### src/rtl/stopwatch_cu.sv
// Stopwatch control unit: run/stop/lap/clear sequencing with a double-click
// window on the run button.
module stopwatch_cu #(
    parameter int unsigned CLK_HZ    = 100_000_000,
    parameter int unsigned DCLICK_MS = 300
) (
    input  logic       clk,
    input  logic       reset,
    input  logic       i_btn_run,
    input  logic       i_btn_clear,
    output logic       o_run,
    output logic       o_clear,
    output logic       o_lap,
    output logic [1:0] o_state
);

    localparam int unsigned WIN    = (CLK_HZ / 1000) * DCLICK_MS;
    localparam int unsigned WCNT_W = (WIN > 1) ? $clog2(WIN) : 1;
    localparam logic [WCNT_W-1:0] WCNT_LAST = WCNT_W'(WIN - 1);

    typedef enum logic [1:0] {
        STOP     = 2'b00,
        RUN      = 2'b01,
        RUN_WAIT = 2'b11,
        CLEAR    = 2'b10
    } state_t;

    state_t            state_q, state_d;
    logic [WCNT_W-1:0] wcnt_q, wcnt_d;
    logic              lap_q, lap_d;

    always_ff @(posedge clk or posedge reset) begin
        if (reset) begin
            state_q <= STOP;
            wcnt_q  <= '0;
            lap_q   <= 1'b0;
        end else begin
            state_q <= state_d;
            wcnt_q  <= wcnt_d;
            lap_q   <= lap_d;
        end
    end

    always_comb begin
        state_d = state_q;
        wcnt_d  = wcnt_q;
        lap_d   = lap_q;
        case (state_q)
            STOP: begin
                if (i_btn_clear)    state_d = CLEAR;
                else if (i_btn_run) state_d = RUN;
            end
            RUN: begin
                if (i_btn_run) begin
                    state_d = RUN_WAIT;
                    wcnt_d  = '0;
                end
            end
            RUN_WAIT: begin
                // A second press wins even on the last window cycle; the
                // counter stops at WCNT_LAST so it can never wrap.
                if (i_btn_run) begin
                    state_d = RUN;
                    lap_d   = ~lap_q;
                end else if (wcnt_q == WCNT_LAST) begin
                    state_d = STOP;
                end else begin
                    wcnt_d = wcnt_q + WCNT_W'(1);
                end
            end
            CLEAR:   state_d = STOP;
            default: state_d = STOP;
        endcase
        if (state_d == STOP || state_d == CLEAR) lap_d = 1'b0;
    end

    assign o_state = state_q;
    assign o_run   = (state_q == RUN) || (state_q == RUN_WAIT);
    assign o_clear = (state_q == CLEAR);
    assign o_lap   = lap_q;

endmodule

### config.mk
export PLATFORM = sky130hd
export DESIGN_NAME = stopwatch_cu
export DESIGN_NICKNAME = d
export VERILOG_FILES = /design/src/rtl/stopwatch_cu.sv
export SDC_FILE = /design/constraint.sdc
export NUM_CORES = 1
export LEC_CHECK = 0
export BUFFER_PORTS_ARGS = -buffer_cell sky130_fd_sc_hd__buf_4
export CAP_MARGIN = 20
export CORE_ASPECT_RATIO = 1.5
export CORE_UTILIZATION = 40
export DETAILED_ROUTE_END_ITERATION = 8
export GPL_TIMING_DRIVEN = 0
export HOLD_SLACK_MARGIN = 0.1
export PLACE_DENSITY = 0.67
export SKIP_CTS_REPAIR_TIMING = 1
export SYNTH_ARGS = -nofsm -noshare
export SYNTH_HDL_FRONTEND = slang
export SYNTH_SLANG_ARGS = --single-unit
### constraint.sdc
create_clock -name clk -period 3.2 [get_ports clk]
set_input_delay 0.16 -clock clk [delete_from_list [all_inputs] [get_ports clk]]
set_output_delay 0.16 -clock clk [all_outputs]
set_load 0.02 [all_outputs]
==> flow_summary.yaml <==
place:
  placedInstanceArea_mm2: 0.001703
  dpl.hpwl_um: 2944
  place.gp.congestion: 0.8691
  port_buffers: 8
  placed_cells: 224
timing:
  finalMaxSlewViolations: 0
  skew_ps: 5.535
  rsz0062_at_grt: "false"
  fmax_ghz: 0.4162
  finalSetupTns_ps: 0
  timing.final.crit_share_pct: 75.09
  finalHoldViolCount: 0
  worstMarginPinSlew_ps: 677.6
  setup_violations: 0
  maxSlewHeadroom_pct: 54.41
  period_needed_ps: 2403
hold_path:
  holdPathStages: 3
  hp-class: "input port to register"
  worstHoldStart: "i_btn_clear"
  hold-path-endpoint: "o_state[1]"
worst_setup_path:
  cp.required_ps: 3400
  critPathSlowestCell: "or4_1"
  crit_start: "wcnt_q[10]"
  worstReg2RegEnd: "wcnt_q[20]"
  worst_path_largest_cell_delay_ps: 580
  critPathKind: "register to register"
  rr_startpoint: "wcnt_q[10]"
  rrSetupSlack_ps: 800
  end_kind: "register"
  crit_path_max_fanout: 10
  crit_arrival_ps: 2600
  r2r.worst_path.cells: 6
  cp-start-kind: "register"
  crit_buf_inv: 1
  crit_path_cell_trace: "or4_1 > or4_4 > o211ai_2 > buf_6 > o31ai_1 > a21oi_1"
  cp.depth: 6
  crit_family: "simple AND/OR/NAND/NOR gates"
synthesis:
  postSynthCellCount: 173
  synth-seq-area-share_pct: 44.09
  synth_ff_type: "dfrtp_1"
  synth_cell_types: 40
  synth.top_cell.area_share_pct: 44.09
  ys_async_sr_fraction_pct: 100.0
  synth_area_per_cell_um2: 9.185
  synth.cell_area_mm2: 0.001589
  syn-num-nets: 178
  yosys_warnings: 0
  ys_seq_elements: 28
  synthTopCellsByArea: "dfrtp_1 44%, a21oi_1 5.0%, nand4_1 4.3%"
  synth_edf_count: 0
  synth_top_area_cell: "dfrtp_1"
floorplan:
  start_util_pct: 42.38
  io_pins: 9
  die_w_um: 53.46
  core.rowCount: 27
  die_y_um: 79.20
  core-area_mm2: 0.003750
  die_area_mm2: 0.004234
global_route:
  grt_max_degree: 29
  top_usage_layer: "met2"
  gr-usage-met2_pct: 39.13
  grt_use_total_pct: 21.01
  grt_pass1_vias: 1463
  grtUsageMet1_pct: 22.14
  grt_use_met3_pct: 2.874
  grt_overflow: 0
  antenna_found_initial: 0
  grt_pass1_wl_um: 6617
clock_tree:
  clockBufferDepth: 2
  clk_pin_slew_worst_paths_ps: 90
  cts_buffers: 3
  clockRootBuffer: "clkbuf_8"
  clock_sinks: 28
  h-tree-depth: 1
  clk_latency_ps: 270
  cts_tree: "yes"
layout:
  n_antenna_cell: 0
  n_fill_cell: 368
  drive_gt1_share_pct: 11.76
  multi_input_area_um2: 835.8
  fin_area_mm2: 0.001812
  fin_nets: 193
  instances_no_fill: 230
  layout_commonest_cell: "dfrtp_1"
  seqCellArea_um2: 700.7
  syn2layout_area_growth_pct: 14.02
  mostFrequentLayoutCells: "28 x dfrtp_1, 18 x nand2_1, 16 x a21oi_1"
pwr:
  p_total_uw: 947.8
  p_leak_nw: 0.7016
  peakVddDrop_mv: 0.3840
  p_per_area_mw_per_mm2: 523.1
status:
  outcome: "completed"
drt:
  drtPass1Iterations: 5
  wl_per_cell_um: 17.15
  num_vias: 1445
  ant_nets: 0
  drt-total-wl_um: 3945
  drt-initial-drc-count: 33
  remaining_drc_errors: 0
  viasPerCell: 6.283
flow_run:
  cap_viol_max_count: 0
==> metrics by stage <==
step           util, %  hold WS (ps)  setup WS, ps
6_report         48.32         149.9         797.3
3_5_place_dp     45.41         430.6         855.5
4_1_cts          47.31         142.8         823.4
2_1_floorplan        -         225.4          1089
5_1_grt          48.32         144.9         729.0
3_3_place_gp     45.41         407.0         906.3
==> tightest hold or removal path, delay by kind of cell <==
kind                   cells  cell delay [ps]
and+or+nand+nor            2              150
buffers and inverters      1               90
==> sequential cells by signal (all words and copies together), names as in the netlist <==
name	count
o_lap	1
wcnt_q	25
o_state	2
==> Yosys cell counts (3+ instances only) <==
master,n
a21oi_1,16
o21ai_0,8
clkbuf_1,3
or3_1,5
nor2_1,6
nand3_1,13
or4_1,9
dfrtp_1,28
nor4_1,3
o31ai_1,9
nand2_1,18
nand4_1,11
inv_1,7
mux2i_1,4
==> metal layers <==
metal | routed length (um) | part of all wire [%] | vias up
met5 | 0 | 0 | -
met4 | 25 | 0.63 | 0
met3 | 95 | 2.4 | 2
met2 | 2293 | 58 | 29
met1 | 1531 | 39 | 714
li1 | - | - | 700
==> report_power, final <==
| group | total (mW) | switching [mW] | internal [mW] | leakage (nW) |
|---|---|---|---|---|
| Clock | 0.274 | 0.107 | 0.167 | 0.0357 |
| Sequential | 0.414 | 0.0332 | 0.380 | 0.379 |
| Combinational | 0.260 | 0.177 | 0.0834 | 0.287 |
| Total | 0.948 | 0.317 | 0.631 | 0.702 |
==> how the worst max path moves through the flow <==
stage / slack [ps] / endpoint
after floorplan: 1090 / wcnt_q[16]
after global placement: 910 / wcnt_q[20]
after detailed placement: 860 / wcnt_q[14]
after CTS: 820 / wcnt_q[14]
after global routing: 730 / wcnt_q[8]
final: 800 / wcnt_q[20]
==> final cells by class <==
type	count	area share [%]
inverter	7	1.450
clock inverter	1	1.657
tap	43	2.970
sequential	28	38.67
multi-input combinational	133	46.13
buffer	5	1.450
timing repair buffer	10	5.387
clock buffer	3	2.279
==> kinds of logic after synthesis <==
family	after synthesis	synth area share, %
simple gates	79	28.42
compound gates	46	19.21
flops	28	44.09
buf+inv	12	3.307
mux	4	2.520
xor+xnor	3	1.654
fa+ha+maj	1	0.7873
No activity file was read; power rests on OpenSTA's default activity.
